$ cat config.mk
export PLATFORM = sky130hd
export DESIGN_NAME = logic_clock_domain_crossing_generic_write
export DESIGN_NICKNAME = d
export VERILOG_FILES = /design/src/rtl/logic_clock_domain_crossing_generic_write.sv
export SDC_FILE = /design/constraint.sdc
export NUM_CORES = 1
export LEC_CHECK = 0
export ABC_AREA = 1
export CORE_AREA = 10 10 47 49
export CTS_CLUSTER_DIAMETER = 40
export CTS_CLUSTER_SIZE = 14
export DETAILED_ROUTE_END_ITERATION = 12
export DIE_AREA = 0 0 57 59
export SLEW_MARGIN = 15
export SYNTH_ARGS = -nofsm -noshare
export SYNTH_HDL_FRONTEND = slang
export SYNTH_SLANG_ARGS = --single-unit
$ cat constraint.sdc
create_clock -name rx_aclk -period 3.25 [get_ports rx_aclk]
set_clock_uncertainty 0.15 [all_clocks]
set_input_delay 0.325 -clock rx_aclk [delete_from_list [all_inputs] [get_ports rx_aclk]]
set_output_delay 0.325 -clock rx_aclk [all_outputs]
set_load 0.02 [all_outputs]
$ cat src/rtl/logic_clock_domain_crossing_generic_write.sv
// ---------------------------------------------------------------------------
// logic_clock_domain_crossing_generic_write
//
// Write side of the generic dual-clock FIFO. This block lives in the producer
// (rx) clock domain. It accepts an AXI4-Stream-style input and drives the
// write port of the dual-port storage. It owns the binary write pointer and
// flags full against the read pointer once that pointer has been
// synchronised into this domain. Usable capacity is 2^ADDRESS_WIDTH - 1
// entries.
//
// Ports
//   rx_aclk              producer clock
//   rx_areset            asynchronous reset, active-high
//   rx_tvalid / rx_tdata producer stream input
//   rx_tready            block can accept data this cycle
//   write_enable         storage write strobe (rx_tvalid && rx_tready)
//   write_pointer        storage write address, binary, wraps
//   write_data           storage write data (rx_tdata, unregistered)
//   read_pointer_synced  read pointer already synchronised into rx_aclk
// ---------------------------------------------------------------------------
module logic_clock_domain_crossing_generic_write #(
    parameter int DATA_WIDTH    = 1,
    parameter int ADDRESS_WIDTH = 3
) (
    input  logic                     rx_aclk,
    input  logic                     rx_areset,
    input  logic                     rx_tvalid,
    input  logic [DATA_WIDTH-1:0]    rx_tdata,
    output logic                     rx_tready,
    output logic                     write_enable,
    output logic [ADDRESS_WIDTH-1:0] write_pointer,
    output logic [DATA_WIDTH-1:0]    write_data,
    input  logic [ADDRESS_WIDTH-1:0] read_pointer_synced
);

    localparam int                       ALMOST_FULL = 2;
    localparam logic [ADDRESS_WIDTH-1:0] MAX         = '1;
    localparam logic [ADDRESS_WIDTH-1:0] AF_LEVEL    = MAX - ADDRESS_WIDTH'(ALMOST_FULL);

    // The two-bit exact compare below only disambiguates full when the
    // pipelined margin covers at least the full-minus-two region.
    if (ADDRESS_WIDTH < 3) begin : g_drc
        $error("ADDRESS_WIDTH must be at least 3");
    end

    typedef enum logic {
        FSM_RESET,
        FSM_ACTIVE
    } fsm_t;

    fsm_t                     state;
    logic                     active;
    logic [ADDRESS_WIDTH-1:0] difference;
    logic                     almost_full;
    logic                     full;
    logic [1:0]               wp_lo_next;

    // One idle cycle after reset, then accept for good.
    always_ff @(posedge rx_aclk or posedge rx_areset) begin
        if (rx_areset) begin
            state  <= FSM_RESET;
            active <= 1'b0;
        end else begin
            case (state)
                FSM_RESET: begin
                    state  <= FSM_ACTIVE;
                    active <= 1'b1;
                end
                default: begin
                    state  <= FSM_ACTIVE;
                    active <= 1'b1;
                end
            endcase
        end
    end

    // almost_full is two cycles stale relative to write_pointer. At most two
    // writes can happen in that window, so a margin of ALMOST_FULL entries
    // keeps full from being missed. The exact low-bit compare then selects
    // the real full point, which also lets a read-pointer advance release
    // rx_tready in the same cycle.
    assign wp_lo_next   = write_pointer[1:0] + 2'd1;
    assign full         = almost_full && (wp_lo_next == read_pointer_synced[1:0]);
    assign rx_tready    = active && !full;
    assign write_enable = rx_tvalid && rx_tready;
    assign write_data   = rx_tdata;

    always_ff @(posedge rx_aclk or posedge rx_areset) begin
        if (rx_areset) begin
            write_pointer <= '0;
            difference    <= '0;
            almost_full   <= 1'b0;
        end else begin
            if (write_enable) begin
                write_pointer <= write_pointer + 1'b1;
            end
            difference  <= write_pointer - read_pointer_synced;
            almost_full <= (difference >= AF_LEVEL);
        end
    end

`ifndef LOGIC_STD_OVL_DISABLED
    // Fill level may never jump between empty and full in one step.
    a_no_overflow: assert property (@(posedge rx_aclk) disable iff (rx_areset)
        !(($past(difference) == MAX) && (difference == '0)))
        else $error("difference overflow MAX->0");

    a_no_underflow: assert property (@(posedge rx_aclk) disable iff (rx_areset)
        !(($past(difference) == '0) && (difference == MAX)))
        else $error("difference underflow 0->MAX");
`endif

endmodule

=== After elaboration in Yosys (flattened, before gate mapping) ===
Index checks and enable logic that the tools add are counted.

* Register bits: 8
* Output and inout port bits: 6
* Logic and storage cells: 13

* Add/sub/neg operators: 3
* Magnitude comparators: 1
* Equality and inequality tests: 1
* Reduce and logical (&&, ||, !) cells: 4

{| class="wikitable"
|+ Operator list
! cell !! count
|-
| 3-bit by 1-bit adder with 3-bit output, second input constant || 1
|-
| 3-bit >= comparator, second input constant || 1
|-
| 1-bit logical AND || 3
|-
| 3-bit subtractor || 1
|-
| 2-bit by 1-bit adder with 2-bit output, second input constant || 1
|-
| 2-bit == test || 1
|-
| 1-bit zero test || 1
|}

=== Depth between registers and ports, before layout ===
Gate-level depths: netlist of the first run.

* Word-level depth: 6
* Gate-level depth with buffers: 7
* Mapped depth without buffers: 7

=== Worst setup path after synthesis of the first run ===
Ideal clock, no wire load.

* Kind: register -> output
* From: reg write_pointer[0]
* To: out write_enable
* Data arrival time: 1.296 ns
* Setup slack: 1.479 ns
* Stages on the path, launching flop included: 7
* Cells stage by stage: dfrtp_1 -> inv_1 -> ha_1 -> nor2_4 -> nand3_2 -> nand3_2 -> inv_1

* Word-level cells in the longest chain between the ends: 6

{| class="wikitable"
|+ Ends and longest elaborated chain
! item !! RTL line !! RTL
|-
| from (decl) || 31 || <nowiki>output logic [ADDRESS_WIDTH-1:0] write_pointer,</nowiki>
|-
| from (signal assigned) || 95 || <nowiki>write_pointer <= write_pointer + 1'b1;</nowiki>
|-
| 2-bit by 1-bit adder with 2-bit output || 82 || <nowiki>assign wp_lo_next = write_pointer[1:0] + 2'd1;</nowiki>
|-
| named net wp_lo_next[0] || 56 || <nowiki>logic [1:0] wp_lo_next;</nowiki>
|-
| 2-bit == test || 83 || <nowiki>assign full = almost_full && (wp_lo_next == read_pointer_synced[1:0]);</nowiki>
|-
| 1-bit logical AND || 83 ||
|-
| 1-bit zero test || 84 || <nowiki>assign rx_tready = active && !full;</nowiki>
|-
| 1-bit logical AND || 84 ||
|-
| 1-bit logical AND || 85 || <nowiki>assign write_enable = rx_tvalid && rx_tready;</nowiki>
|-
| to (decl) || 30 || <nowiki>output logic write_enable,</nowiki>
|}

The timed path passes the listed nets, and every way through them passes these cells.

=== Worst setup path in the final report of the first run ===
Ends and elaborated chain as after synthesis.

==> results of run 1 <==
-- cell families (layout without fill, tap and decap cells) --
| group | count (synthesis) | after routing | synth area share |
|---|---|---|---|
| compound gates | 1 | 1 | 0.01797 |
| simple gates | 18 | 18 | 0.2275 |
| flops | 8 | 8 | 0.4790 |
| xor+xnor | 2 | 2 | 0.04192 |
| buf+inv | 12 | 24 | 0.1168 |
| fa+ha+maj | 3 | 3 | 0.1078 |
| other cells | 1 | 1 | 0.008973 |
-- flip-flops by register name, indices dropped and copies added (netlist names) --
register       flops
difference         3
write_pointer      3
active             1
almost_full        1
-- placed cells by master, fill, tap and decap left out, drive strengths merged --
cell and instances:
clkbuf 3, clkdlybuf4s50 10, conb 1, dfrtp 8
fa 1, ha 2, inv 11, nand2 10
nand3 4, nand4 2, nor2 2, o21a 1
xnor2 2
-- metrics by stage --
stage               total power (W)  utilization  area, sq um  hold WS, ps  worst slack [ps]
global placement          0.0003989       0.3786        530.5        302.2             785.7
floorplan                 0.0003223            -        417.9       -9.342              1479
detailed placement        0.0004043       0.3786        530.5        329.0             780.8
finish                    0.0004714       0.3946        553.0        172.0             783.8
global route              0.0005222       0.3946        553.0        194.9             637.6
CTS                       0.0004841       0.3946        553.0        183.2             761.6
-- where the power goes --
group	leakage (nW)	switching, W	internal [W]
clock network	0.0138	0.0000320	0.0000421
logic	0.178	0.000122	0.000103
registers	0.0960	0.0000276	0.000144
-- per-layer routing --
layer  wire [microns]  vias up  share of wire
li1                 -      156              -
met1              324      141           0.38
met2              387       14           0.45
met3              141        0           0.17
met4                0        0              0
met5                0        -              0
-- path summary, 6_finish.rpt --
path | slack (ps) | endpoint
max in group asynchronous | 2550 | write_pointer[0]
worst min-delay path | 170 | difference[2]
worst max register to register | 1770 | write_pointer[0]
worst min register to register | 320 | almost_full
worst max-delay path | 780 | write_enable
min in group rx_aclk | 320 | almost_full
-- final cells by class --
type,instances,area (sq um),share of cell area
Timing Repair Buffer,10,100.1,0.1810
Tap cell,16,20.02,0.03620
Multi-Input combinational cell,25,168.9,0.3054
Inverter,11,41.29,0.07466
Sequential cell,8,200.2,0.3620
Clock buffer,3,22.52,0.04072
-- worst max-delay path, stage by stage (launching register included) --
cell             delay, ps
dfrtp_1                400
ha_1                   340
inv_1                   60
nand2_1                 50
nand3_2                130
nand3_2                 90
inv_1                   60
clkdlybuf4s50_1        590
==> impl_metrics.csv, run 1 <==
group,metric,value,unit
status,status,"finished, final reports clean",
clock_tree,clkSlewWorstSetupHoldPaths,50,ps
critical_path,worst_setup_path_end_kind,"output port",
sta,setup_tns,0,ps
floorplan,design.portCount,13,
floorplan,die_area,3363,sq um
clock_tree,cts.htree.levels,1,
yosys,syn_area_per_cell,9.287,sq um
yosys,ys_types,14,
place,place_inst,70,
yosys,synth-edff-count,0,
critical_path,rr_worst_depth,7,
global_route,gr-total-overflow,0,
critical_path,path_max_fanout,6,
clock_tree,cts-root-buf,"clkbuf_4",
floorplan,row_count,14,
yosys,synth.most_common_cell,"inv_1",
yosys,ys_warn_count,0,
place,gp_congestion,0.7303,
yosys,ys.flop_type,"dfrtp_1",
global_route,grt_pass1_vias,358,
yosys,netlist_instances,45,
yosys,synthTopCellsByArea,"dfrtp_1 (48%), inv_1 (9.9%), nand2_1 (9.0%), ha_1 (6.0%), fa_1 (4.8%)",
cells_and_area,diodes,0,
sta,setup_viol,0,
critical_path,timing.rr.start,"write_pointer[0]",
detailed_routing,ant_nets,0,
yosys,syn_area,417.9,sq um
yosys,post-synth-top-area-cell,"dfrtp_1",
clock_tree,ctsResizeCount,0,
sta,slew_violations,0,
flow_run,drv_cap,0,
detailed_routing,wire_per_inst,11.68,microns
yosys,ys_ff_latch,8,
sta,hold_viol,0,
clock_tree,tritoncts,"done",
global_route,grtUsageMet2,0.09302,
sta,rsz0062_at_grt,"false",
yosys,yosysTopAreaCellShare,0.4790,
floorplan,die_w,57,microns
sta,layout_min_cycle_time,2466,ps
floorplan,start_util,0.2982,
floorplan,core,1401,sq um
detailed_routing,via_count,311,
sta,max_freq,405.5,MHz
sta,post-route-period-util,0.7588,
pwr,powerDensity,852.4,nW/um^2
clock_tree,postCtsSetupRepairBufs,0,
detailed_routing,vias_per_cell,4.260,
cells_and_area,fillCellCount,154,
detailed_routing,dr.pass1.iters,4,
min_path,min_path_type,"primary input to async pin",
clock_tree,cts.sinks,8,
cells_and_area,syn2layout_area_growth,32.34,%
cells_and_area,final_net_count,69,
clock_tree,clkLatencyLatePin,250,ps
global_route,track_usage,0.05867,
yosys,syn_nets,55,
detailed_routing,drt-initial-drc-count,2,
critical_path,worstSetupStartpoint,"write_pointer[0]",
yosys,yosysSeqAreaShare,0.4790,
clock_tree,cts_buffers,3,
pwr,leakagePower,0.2882,nW
global_route,grt_first_pass_wirelength,1504,microns
critical_path,crit_type,"flop to output port",
critical_path,critPathRequiredTime,2770,ps
clock_tree,postCtsHoldBufs,0,
floorplan,die_h,59,microns
place,port_buffers,10,
global_route,grt_util_met1,0.05549,
detailed_routing,drc,0,
global_route,grt_max_degree,9,
critical_path,worstSetupStartpointType,"flop",
yosys,postSynth.asyncResetShare,1.000,
global_route,antenna_found_initial,0,
place,dp_hpwl,705.4,microns
detailed_routing,routed_wl,853,microns
cells_and_area,drive_above_1_share,0.1053,
critical_path,cp.arrival,1990,ps
cells_and_area,fin_cells,73,
global_route,met3_usage,0.06223,
yosys,synth_common_cells,"inv_1 (11), nand2_1 (10), dfrtp_1 (8)",
global_route,grt-busiest-layer,"met2",
clock_tree,cts_max_path_buffers,2,
pwr,peakVddDrop,340.9,uV
Note: power is estimated with default switching activity, not from simulation.
==> run 2: changes to the inputs <==
==> constraint.sdc (replaced) <==
create_clock -name rx_aclk -period 2.23 [get_ports rx_aclk]
set_clock_uncertainty 0.15 [all_clocks]
set_input_delay 0.223 -clock rx_aclk [delete_from_list [all_inputs] [get_ports rx_aclk]]
set_output_delay 0.223 -clock rx_aclk [all_outputs]
set_load 0.02 [all_outputs]
==> impl_metrics.csv, run 2 (same netlist as run 1, synthesis figures left out) <==
group,metric,value,unit
critical_path,cpMostUsedCell,"inv_1",
detailed_routing,dr.pass1.iters,4,
cells_and_area,syn2layout_area_growth,35.33,%
sta,rsz0062_at_grt,"false",
global_route,grt_max_degree,9,
clock_tree,clkLatencyLatePin,260,ps
global_route,gr-total-overflow,0,
sta,fin_hold_ws,61.70,ps
place,gp_congestion,0.7610,
critical_path,critPathMaxStageDelay,390,ps
critical_path,crit_type,"flop to output port",
clock_tree,tritoncts,"done",
clock_tree,cts_max_path_buffers,2,
floorplan,row_count,14,
detailed_routing,routed_wl,888,microns
clock_tree,cts-root-buf,"clkbuf_4",
cells_and_area,multi_input_area,168.9,sq um
cells_and_area,reg_top3,"difference x3, write_pointer x3",
sta,slew_violations,0,
pwr,p_int,0.0004308,W
critical_path,worst_setup_path_end_kind,"output port",
flow_run,drv_cap,0,
cells_and_area,post-route-util,0.4036,
pwr,peakVddDrop,608.5,uV
min_path,min_path_type,"primary input to async pin",
floorplan,die_area,3363,sq um
critical_path,slowest_stage,"dfrtp_1",
clock_tree,cts_buffers,3,
cells_and_area,most-common-layout-cells,"inv_1 (11), nand2_1 (10), dfrtp_1 (8), clkdlybuf4s50_1 (8), clkbuf_4 (3)",
global_route,grt_first_pass_wirelength,1538,microns
floorplan,core,1401,sq um
detailed_routing,ant_nets,0,
critical_path,rr_worst_depth,7,
cells_and_area,layout_commonest_cell,"inv_1",
detailed_routing,wire_per_inst,11.84,microns
sta,setup_viol,0,
floorplan,die_w,57,microns
clock_tree,cts.sinks,8,
place,dp_hpwl,715.6,microns
pwr,powerDensity,1252,nW/um^2
critical_path,worstSetupStartpointType,"flop",
cells_and_area,drive_above_1_share,0.1356,
detailed_routing,drc,0,
clock_tree,clkSlewWorstSetupHoldPaths,60,ps
critical_path,critPathRequiredTime,1860,ps
detailed_routing,via_count,320,
sta,hold_viol,0,
sta,post-route-period-util,0.9337,
critical_path,path_max_fanout,4,
global_route,track_usage,0.06008,
floorplan,start_util,0.2982,
clock_tree,cts.htree.levels,1,
cells_and_area,seq_area,200.2,sq um
cells_and_area,fillCellCount,154,
detailed_routing,vias_per_cell,4.267,
pwr,p_seq_frac,0.355,
pwr,power.clock.fraction,0.162,
pwr,leakagePower,0.3020,nW
critical_path,crit_path_cell_trace,"inv_1 -> ha_1 -> nor2_4 -> nand3_2 -> nand2_1 -> inv_1 -> dlygate4sd2_1",
sta,setup_tns,0,ps
cells_and_area,diodes,0,
global_route,antenna_found_initial,0,
place,port_buffers,10,
pwr,combPwrFrac,0.483,
floorplan,die_h,59,microns
sta,layout_min_cycle_time,2082,ps
floorplan,design.portCount,13,
sta,max_freq,480.3,MHz
global_route,grt_pass1_vias,344,
cells_and_area,final_net_count,71,
pwr,netSwitchingPower,0.0002775,W
critical_path,cp.arrival,1710,ps
clock_tree,postCtsSetupRepairBufs,0,
detailed_routing,drt-initial-drc-count,7,
status,status,"finished, final reports clean",
pwr,swShare,0.3917,
run 2: changes by cell type in the layout (fill, tap and decap cells not counted), sizes merged:
cell           change
buf                +2
clkdlybuf4s50      -2
dlygate4sd2        +2
run 2: path summary, 6_finish.rpt:
check | endpoint | slack (ps) | from
max in group asynchronous | write_pointer[0] | 1630 | rx_areset
hold / removal | difference[1] | 60 | rx_areset
setup reg to reg | write_pointer[0] | 660 | write_pointer[0]
min in group rx_aclk | write_data | 300 | rx_tdata
setup / recovery | rx_tready | 150 | write_pointer[0]
hold reg to reg | almost_full | 320 | difference[0]
run 2: power by group through the flow:
stage                     combinational (W)  clock, W  sequential, W
after floorplan                    0.000193         0       0.000277
after global placement             0.000341         0       0.000252
after detailed placement           0.000350         0       0.000255
after CTS                          0.000348  0.000116       0.000252
after global routing               0.000383  0.000124       0.000260
final                              0.000342  0.000115       0.000251
run 2: through the flow:
| step | total power (W) | worst slack [ps] | instances | area (sq um) |
|---|---|---|---|---|
| global placement | 0.0005932 | 19.17 | 72 | 545.5 |
| CTS | 0.0007160 | 130.8 | 75 | 565.5 |
| floorplan | 0.0004698 | 560.6 | 45 | 417.9 |
| global route | 0.0007679 | 61.50 | 75 | 565.5 |
| detailed placement | 0.0006044 | 7.184 | 72 | 545.5 |
| finish | 0.0007083 | 147.9 | 75 | 565.5 |
run 2: what timing repair did:
action,in CTS,in global routing
gates resized for setup,2,0
hold buffers,0,0
setup endpoints to repair,2,0
run 2: worst max-delay path: cells and delay by family (launching register included):
kind / cells / cell delay, ps
buf+inv: 3 / 430
flops: 1 / 390
simple gates: 3 / 290
fa+ha+maj: 1 / 340
run 2: metal layers:
layer  GRT usage  routed length, microns  vias to the layer above
met4     0.03020                       8                        0
li1            -                       -                      161
met3     0.05579                     117                        2
met5           0                       0                        -
met2     0.08372                     387                       15
met1     0.05939                     374                      142
run 2: area by class of cell:
| cell class | count | share of cell area |
|---|---|---|
| Sequential cell | 8 | 0.3540 |
| Clock buffer | 3 | 0.03982 |
| Inverter | 11 | 0.07301 |
| Timing Repair Buffer | 12 | 0.1991 |
| Multi-Input combinational cell | 25 | 0.2987 |
| Tap cell | 16 | 0.03540 |
